$ cat config.mk
export PLATFORM = sky130hd
export DESIGN_NAME = control_unit_fsm
export DESIGN_NICKNAME = d
export VERILOG_FILES = /design/src/rtl/control_unit_fsm_pkg.sv /design/src/rtl/cu_decode.sv /design/src/rtl/control_unit_fsm.sv
export SDC_FILE = /design/constraint.sdc
export NUM_CORES = 1
export LEC_CHECK = 0
export CORE_MARGIN = 3
export CORE_UTILIZATION = 40
export DETAILED_ROUTE_END_ITERATION = 16
export MAX_ROUTING_LAYER = met4
export PLACE_DENSITY = 0.7
export SLEW_MARGIN = 20
export SYNTH_ARGS = -nofsm -noshare
export SYNTH_HDL_FRONTEND = slang
export SYNTH_SLANG_ARGS = --single-unit
$ cat constraint.sdc
create_clock -name clk -period 6.6 [get_ports clk]
set_clock_uncertainty 0.15 [all_clocks]
set_input_delay 0.99 -clock clk [delete_from_list [all_inputs] [get_ports clk]]
set_output_delay 0.99 -clock clk [all_outputs]
set_load 0.1 [all_outputs]
$ cat src/rtl/control_unit_fsm_pkg.sv
// Shared opcode, state and decode-class definitions for the multi-cycle control unit.
package control_unit_fsm_pkg;

   typedef enum logic [4:0] {
      OP_NOP = 5'd0,
      OP_LDR = 5'd1,
      OP_STR = 5'd2,
      OP_LDI = 5'd3,
      OP_MOV = 5'd4,
      OP_ADD = 5'd5,
      OP_SUB = 5'd6,
      OP_AND = 5'd7,
      OP_OR  = 5'd8,
      OP_XOR = 5'd9,
      OP_JMP = 5'd10,
      OP_JZ  = 5'd11,
      OP_JNZ = 5'd12,
      OP_JC  = 5'd13,
      OP_JNC = 5'd14,
      OP_HLT = 5'd31
   } opcode_e;

   typedef enum logic [3:0] {
      ST_FETCH_PC   = 4'd0,
      ST_FETCH_INST = 4'd1,
      ST_DECODE     = 4'd2,
      ST_MEM_R      = 4'd3,
      ST_MEM_W      = 4'd4,
      ST_ALU_FETCH  = 4'd5,
      ST_ALU_OUT    = 4'd6,
      ST_JMP        = 4'd7,
      ST_HALT       = 4'd8
   } state_e;

   typedef enum logic [2:0] {
      CLS_NOP,
      CLS_HLT,
      CLS_LDR,
      CLS_STR,
      CLS_LDI,
      CLS_MOV,
      CLS_ALU,
      CLS_JMP
   } op_class_e;

   typedef enum logic [2:0] {
      JC_ALWAYS,
      JC_Z,
      JC_NZ,
      JC_C,
      JC_NC
   } jcond_e;

   localparam logic [2:0] MOV_MODE_REG = 3'b010;
   localparam logic [2:0] MOV_MODE_MEM = 3'b011;

   function automatic logic jump_taken(input jcond_e cond, input logic z, input logic cy);
      logic taken;
      case (cond)
         JC_ALWAYS: taken = 1'b1;
         JC_Z:      taken = z;
         JC_NZ:     taken = ~z;
         JC_C:      taken = cy;
         JC_NC:     taken = ~cy;
         default:   taken = 1'b0;
      endcase
      return taken;
   endfunction

endpackage

$ cat src/rtl/cu_decode.sv
// Combinational instruction decode: opcode class, jump condition and the
// register-select / data-address fields pulled out of the IR.
module cu_decode
   import control_unit_fsm_pkg::*;
#(
   parameter int INSTR_W   = 16,
   parameter int REG_SEL_W = 3,
   parameter int DADDR_W   = 8
) (
   input  logic [INSTR_W-1:0]   ir,
   output op_class_e            op_class,
   output jcond_e               jcond,
   output logic                 mov_reg,
   output logic                 mov_mem,
   output logic [DADDR_W-1:0]   dmar_addr,
   output logic [REG_SEL_W-1:0] sel_in,
   output logic [REG_SEL_W-1:0] sel_out,
   output logic                 imm_sel
);

   logic [4:0] opcode;
   logic [2:0] mode;

   assign opcode = ir[INSTR_W-1 -: 5];
   assign mode   = ir[INSTR_W-6 -: 3];

   always_comb begin
      op_class  = CLS_NOP;
      jcond     = JC_ALWAYS;
      mov_reg   = 1'b0;
      mov_mem   = 1'b0;
      dmar_addr = '0;
      sel_in    = '0;
      sel_out   = '0;
      imm_sel   = 1'b0;

      case (opcode)
         OP_HLT: op_class = CLS_HLT;
         OP_LDR: op_class = CLS_LDR;
         OP_STR: op_class = CLS_STR;
         OP_LDI: op_class = CLS_LDI;
         OP_MOV: op_class = CLS_MOV;
         OP_ADD, OP_SUB, OP_AND, OP_OR, OP_XOR: op_class = CLS_ALU;
         OP_JMP: begin op_class = CLS_JMP; jcond = JC_ALWAYS; end
         OP_JZ:  begin op_class = CLS_JMP; jcond = JC_Z;      end
         OP_JNZ: begin op_class = CLS_JMP; jcond = JC_NZ;     end
         OP_JC:  begin op_class = CLS_JMP; jcond = JC_C;      end
         OP_JNC: begin op_class = CLS_JMP; jcond = JC_NC;     end
         default: op_class = CLS_NOP;
      endcase

      mov_reg = (op_class == CLS_MOV) && (mode == MOV_MODE_REG);
      mov_mem = (op_class == CLS_MOV) && (mode == MOV_MODE_MEM);
      imm_sel = (op_class == CLS_LDI);

      if (mov_mem)
         dmar_addr = DADDR_W'(ir[4:0]);
      else if (op_class == CLS_LDR || op_class == CLS_STR)
         dmar_addr = ir[DADDR_W-1:0];

      // LDI always writes register 0; MOV writes the ir[7:5] field
      case (op_class)
         CLS_ALU, CLS_LDR: sel_in = REG_SEL_W'(ir[10:8]);
         CLS_MOV:          sel_in = REG_SEL_W'(ir[7:5]);
         default:          sel_in = '0;
      endcase

      case (op_class)
         CLS_ALU: sel_out = REG_SEL_W'(ir[7:5]);
         CLS_STR: sel_out = REG_SEL_W'(ir[10:8]);
         CLS_MOV: sel_out = mov_reg ? REG_SEL_W'(ir[4:2]) : '0;
         default: sel_out = '0;
      endcase
   end

endmodule

$ cat src/rtl/control_unit_fsm.sv
// Multi-cycle control unit: fetch/decode/execute sequencer with memory ready
// handshakes, a bus-error timeout into HALT, and resume from HALT.
module control_unit_fsm
   import control_unit_fsm_pkg::*;
#(
   parameter int INSTR_W   = 16,
   parameter int REG_SEL_W = 3,
   parameter int DADDR_W   = 8,
   parameter int WAIT_MAX  = 15
) (
   input  logic                 clk,
   input  logic                 reset,
   input  logic [INSTR_W-1:0]   instr_in,
   input  logic                 i_ready,
   input  logic                 d_ready,
   input  logic                 cflag,
   input  logic                 zflag,
   input  logic                 resume,
   output logic                 pc_inc,
   output logic                 pc_load,
   output logic                 i_mar_we,
   output logic                 i_rd,
   output logic                 d_mar_we,
   output logic                 d_rd,
   output logic                 d_wr,
   output logic [DADDR_W-1:0]   dmar_addr,
   output logic                 alu_en,
   output logic                 alu_oe,
   output logic                 reg_re,
   output logic                 reg_we,
   output logic [REG_SEL_W-1:0] reg_sel_in,
   output logic [REG_SEL_W-1:0] reg_sel_out,
   output logic                 imm_sel,
   output logic                 halted,
   output logic                 bus_err,
   output logic [3:0]           state
);

   localparam int CNT_W = $clog2(WAIT_MAX + 1);

   state_e             state_q, state_d;
   logic [INSTR_W-1:0] ir_q, ir_d;
   logic [CNT_W-1:0]   wait_cnt_q, wait_cnt_d;
   logic               bus_err_q, bus_err_d;

   op_class_e             op_class;
   jcond_e                jcond;
   logic                  mov_reg, mov_mem;
   logic [REG_SEL_W-1:0]  dec_sel_in, dec_sel_out;

   logic pc_inc_s, pc_load_s, i_mar_we_s, i_rd_s, d_mar_we_s, d_rd_s, d_wr_s;
   logic alu_en_s, alu_oe_s, reg_re_s, reg_we_s;
   logic waiting, ready;

   cu_decode #(
      .INSTR_W   (INSTR_W),
      .REG_SEL_W (REG_SEL_W),
      .DADDR_W   (DADDR_W)
   ) u_decode (
      .ir        (ir_q),
      .op_class  (op_class),
      .jcond     (jcond),
      .mov_reg   (mov_reg),
      .mov_mem   (mov_mem),
      .dmar_addr (dmar_addr),
      .sel_in    (dec_sel_in),
      .sel_out   (dec_sel_out),
      .imm_sel   (imm_sel)
   );

   always_comb begin
      state_d    = state_q;
      ir_d       = ir_q;
      bus_err_d  = bus_err_q;
      pc_inc_s   = 1'b0;
      pc_load_s  = 1'b0;
      i_mar_we_s = 1'b0;
      i_rd_s     = 1'b0;
      d_mar_we_s = 1'b0;
      d_rd_s     = 1'b0;
      d_wr_s     = 1'b0;
      alu_en_s   = 1'b0;
      alu_oe_s   = 1'b0;
      reg_re_s   = 1'b0;
      reg_we_s   = 1'b0;
      waiting    = 1'b0;
      ready      = 1'b0;

      case (state_q)
         ST_FETCH_PC: begin
            pc_inc_s   = 1'b1;
            i_mar_we_s = 1'b1;
            state_d    = ST_FETCH_INST;
         end
         ST_FETCH_INST: begin
            i_rd_s  = 1'b1;
            waiting = 1'b1;
            ready   = i_ready;
            if (i_ready) begin
               ir_d    = instr_in;
               state_d = ST_DECODE;
            end
         end
         ST_DECODE: begin
            case (op_class)
               CLS_HLT:          state_d = ST_HALT;
               CLS_LDR, CLS_MOV: state_d = ST_MEM_R;
               CLS_ALU:          state_d = ST_ALU_FETCH;
               CLS_LDI, CLS_STR: state_d = ST_MEM_W;
               CLS_JMP:          state_d = ST_JMP;
               default:          state_d = ST_FETCH_PC;
            endcase
         end
         ST_MEM_R: begin
            d_mar_we_s = 1'b1;
            d_rd_s     = (op_class == CLS_LDR) || mov_mem;
            reg_re_s   = mov_reg;
            if (d_rd_s) begin
               waiting = 1'b1;
               ready   = d_ready;
               if (d_ready)
                  state_d = ST_MEM_W;
            end else begin
               state_d = ST_MEM_W;
            end
         end
         ST_MEM_W: begin
            d_mar_we_s = 1'b1;
            if (op_class == CLS_STR) begin
               d_wr_s   = 1'b1;
               reg_re_s = 1'b1;
               waiting  = 1'b1;
               ready    = d_ready;
               if (d_ready)
                  state_d = ST_FETCH_PC;
            end else begin
               reg_we_s = 1'b1;
               state_d  = ST_FETCH_PC;
            end
         end
         ST_ALU_FETCH: begin
            alu_en_s = 1'b1;
            reg_re_s = 1'b1;
            state_d  = ST_ALU_OUT;
         end
         ST_ALU_OUT: begin
            alu_oe_s = 1'b1;
            reg_we_s = 1'b1;
            state_d  = ST_FETCH_PC;
         end
         ST_JMP: begin
            if (jump_taken(jcond, zflag, cflag)) begin
               pc_load_s  = 1'b1;
               i_mar_we_s = 1'b1;
               state_d    = ST_FETCH_INST;
            end else begin
               state_d = ST_FETCH_PC;
            end
         end
         ST_HALT: begin
            if (resume)
               state_d = ST_FETCH_PC;
         end
         default: state_d = ST_FETCH_PC;
      endcase

      // The WAIT_MAX-th consecutive unanswered wait cycle is a bus error
      if (waiting && !ready && (wait_cnt_q == CNT_W'(WAIT_MAX - 1))) begin
         bus_err_d = 1'b1;
         state_d   = ST_HALT;
      end

      if (state_d != state_q)
         wait_cnt_d = '0;
      else if (waiting && !ready)
         wait_cnt_d = wait_cnt_q + CNT_W'(1);
      else
         wait_cnt_d = wait_cnt_q;
   end

   always_ff @(posedge clk or negedge reset) begin
      if (!reset) begin
         state_q    <= ST_FETCH_PC;
         ir_q       <= '0;
         wait_cnt_q <= '0;
         bus_err_q  <= 1'b0;
      end else begin
         state_q    <= state_d;
         ir_q       <= ir_d;
         wait_cnt_q <= wait_cnt_d;
         bus_err_q  <= bus_err_d;
      end
   end

   // Strobes are masked by the reset pin itself so they drop the instant reset asserts
   assign pc_inc      = pc_inc_s   & reset;
   assign pc_load     = pc_load_s  & reset;
   assign i_mar_we    = i_mar_we_s & reset;
   assign i_rd        = i_rd_s     & reset;
   assign d_mar_we    = d_mar_we_s & reset;
   assign d_rd        = d_rd_s     & reset;
   assign d_wr        = d_wr_s     & reset;
   assign alu_en      = alu_en_s   & reset;
   assign alu_oe      = alu_oe_s   & reset;
   assign reg_re      = reg_re_s   & reset;
   assign reg_we      = reg_we_s   & reset;
   assign reg_sel_in  = reg_we ? dec_sel_in  : '0;
   assign reg_sel_out = reg_re ? dec_sel_out : '0;
   assign halted      = (state_q == ST_HALT);
   assign bus_err     = bus_err_q;
   assign state       = state_q;

endmodule

==> impl_metrics.py <==
metrics = {
    "logic_synthesis": {
        "syn_area_per_cell_sq_um": 8.705,
        "ys.flop_type": "dfrtp_1",
        "synthTopCellsByArea": "dfrtp_1 34%, mux2_2 10%, nor2_1 5.5%",
        "synth_fp_nets": 236,
        "synth_edf_count": 0,
        "synth_commonest_cells": "27 x nor2_1, 25 x dfrtp_1, 17 x mux2_2",
        "yosysTopAreaCellShare": 0.3406,
        "synthesis.area_sq_um": 1837,
        "seq_area_frac_synth": 0.3406,
        "yosysUniqueCellTypes": 52,
        "synth_top_cell_by_area": "dfrtp_1",
        "synth.yosys.warnings": 0,
        "async_flop_share": 1.000,
        "yosysMostFrequentCell": "nor2_1",
        "synthCells": 211,
        "ys_ff_latch": 25,
    },
    "critical_path": {
        "cp.required_ns": 5.46,
        "path_class": "in -> out",
        "worst_setup_path_end_kind": "output port",
        "crit_fanout": 15,
        "slowest_delay_ns": 1.14,
        "crit_arrival_ns": 3.77,
        "path_delay_family": "buffers and inverters",
        "path_cells": "clkdlybuf4s50_1 -> inv_1 -> nor2_1 -> o2111ai_1 -> nor2_1 -> clkdlybuf4s50_1",
        "crit_slowest_cell": "clkdlybuf4s50_1",
        "start_kind": "primary input",
        "critPathLaunch": "reset",
        "rr_startpoint": "ir_q[12]$_DFFE_PN0P_",
        "crit_buf_inv": 3,
    },
    "clock_tree": {
        "clockBufferDepth": 2,
        "clock_latency_ns": 0.26,
        "postCtsSetupBuffers": 0,
        "cts_max_level": 1,
        "numCtsBuffers": 3,
        "cts_tree": "done",
        "cts_hold_buf": 0,
        "cts_sinks": 25,
        "root_buffer": "clkbuf_8",
        "clkSlewWorstSetupHoldPaths_ns": 0.08,
        "cts_resized": 0,
    },
    "global_routing": {
        "antenna_found_initial": 0,
        "grt_max_degree": 18,
        "grt_usage": 0.1913,
        "grtUsageMet2": 0.2785,
        "grt_util_met3": 0.03557,
        "grt_pass1_wl_mm": 7.872,
        "grtUsageMet1": 0.2695,
        "busiest_layer": "met2",
        "grt.overflow.total": 0,
        "grt_pass1_vias": 1657,
    },
    "floorplan": {
        "core-area_sq_um": 4384,
        "fp-row-count": 24,
        "die_w_um": 73.77,
        "start_util": 0.4189,
        "dieArea_sq_um": 5441,
        "dieHeight_um": 73.77,
        "pin_count": 55,
    },
    "sta": {
        "rsz0062_at_grt": "false",
        "hold-worst-slack_ns": 0.3308,
        "tightest_slew_ns": 0.9920,
        "slew_viol_final": 0,
        "hold_viol": 0,
        "fin_tns_setup_ns": 0,
        "fmax_mhz": 203.7,
        "setup_viol": 0,
        "min_period_over_period": 0.7438,
        "min_period_ns": 4.909,
        "max_slew_margin": 0.3366,
        "setup_slack_ns": 1.691,
    },
    "run_status": {
        "status": "completed",
    },
    "placed_design": {
        "gp_congestion": 0.8986,
        "dp_worst_setup_slack_ns": 1.655,
        "dp.cells": 306,
        "portBuffers": 54,
        "dp_hpwl_mm": 3.637,
    },
    "min_path": {
        "min_from": "bus_err$_DFFE_PN0N_",
        "min_path_type": "reg -> reg",
    },
    "final_layout": {
        "diodes": 0,
        "area_delta_synth_final_pct": 32.29,
        "nets": 284,
        "drive_above_1_share": 0.1163,
        "fillers": 422,
        "fin_cells": 310,
        "seq_area_sq_um": 625.6,
        "multi_input_area_sq_um": 1097,
    },
    "routing": {
        "via_per_inst": 5.619,
        "vias": 1742,
        "wl_per_cell_um": 15.24,
        "drt_iter0_drc": 222,
        "route.detailed.drc": 0,
        "routed_wl_mm": 4.724,
        "dr.pass1.iters": 4,
        "postRouteAntennaNets": 0,
    },
    "power": {
        "total_power_w": 0.001087,
        "powerDensity_nw_per_um2": 447.2,
        "vdd_ir_drop_max_mv": 0.2063,
        "leakage_nw": 0.9805,
    },
    "flow_run": {
        "cap_violations": 0,
    },
}
final timing paths:
kind	slack, ns	depth (start not counted)	endpoint
setup / recovery	1.69	6	reg_sel_in[1]
hold / removal	0.33	1	bus_err$_DFFE_PN0N_
setup reg to reg	3.99	6	wait_cnt_q[2]$_DFFE_PN0P_
hold reg to reg	0.33	1	bus_err$_DFFE_PN0N_
max in group asynchronous	4.67	2	wait_cnt_q[0]$_DFFE_PN0P_
min in group asynchronous	0.97	1	ir_q[9]$_DFFE_PN0P_
flip-flops by register name, summed over array words and instances, names as in the netlist:
register,count
wait_cnt_q,4
ir_q,16
state,4
bus_err,1
final cells by class:
type | count | area share
clock buffers | 4 | 0.01854
well taps | 52 | 0.02678
flip-flops and latches | 25 | 0.2575
repair buffers | 55 | 0.2255
inverters | 13 | 0.02008
multi-input cells | 161 | 0.4516
metrics by stage:
stage	area, sq um	utilization
6_report	2430	0.5542
3_5_place_dp	2385	0.5440
3_3_place_gp	2385	0.5440
5_1_grt	2430	0.5542
2_1_floorplan	1837	-
4_1_cts	2430	0.5542
layer usage:
layer	share of wire	up-vias
met5	0	-
met2	0.46	67
met1	0.46	806
li1	-	865
met4	0.0085	0
met3	0.072	4
kinds of logic (layout without fill, tap and decap cells):
kind of cell | after synthesis | after routing | share of synthesized area
simple gates | 91 | 91 | 0.2718
compound gates | 45 | 45 | 0.1785
flops | 25 | 25 | 0.3406
buf+inv | 25 | 72 | 0.06199
mux | 18 | 18 | 0.1097
xor+xnor | 5 | 5 | 0.02385
fa+ha+maj | 2 | 2 | 0.01362
power breakdown:
group / total [W] / switching (W) / internal (W)
clock network: 0.0000897 / 0.0000466 / 0.0000431
registers: 0.000341 / 0.000129 / 0.000212
logic: 0.000656 / 0.000429 / 0.000227
cell usage in the layout (no fill, tap or decap), types with 2 or more instances in the layout:
cell type / instances
o21ai_0: 4
a21oi_1: 11
inv_1: 13
nand2_1: 13
dfrtp_1: 25
and3_1: 9
nor2_1: 27
a22oi_1: 7
nor2b_1: 6
a21boi_0: 3
nand3_1: 4
nand4b_1: 2
nor3_1: 5
ha_1: 2
xor2_1: 2
and2_1: 5
o211ai_1: 4
clkbuf_8: 3
o22ai_1: 2
xnor2_1: 3
mux2_2: 17
nor4_1: 6
clkdlybuf4s50_1: 54
o2111ai_1: 3
Power figures use the tool's default switching activity.
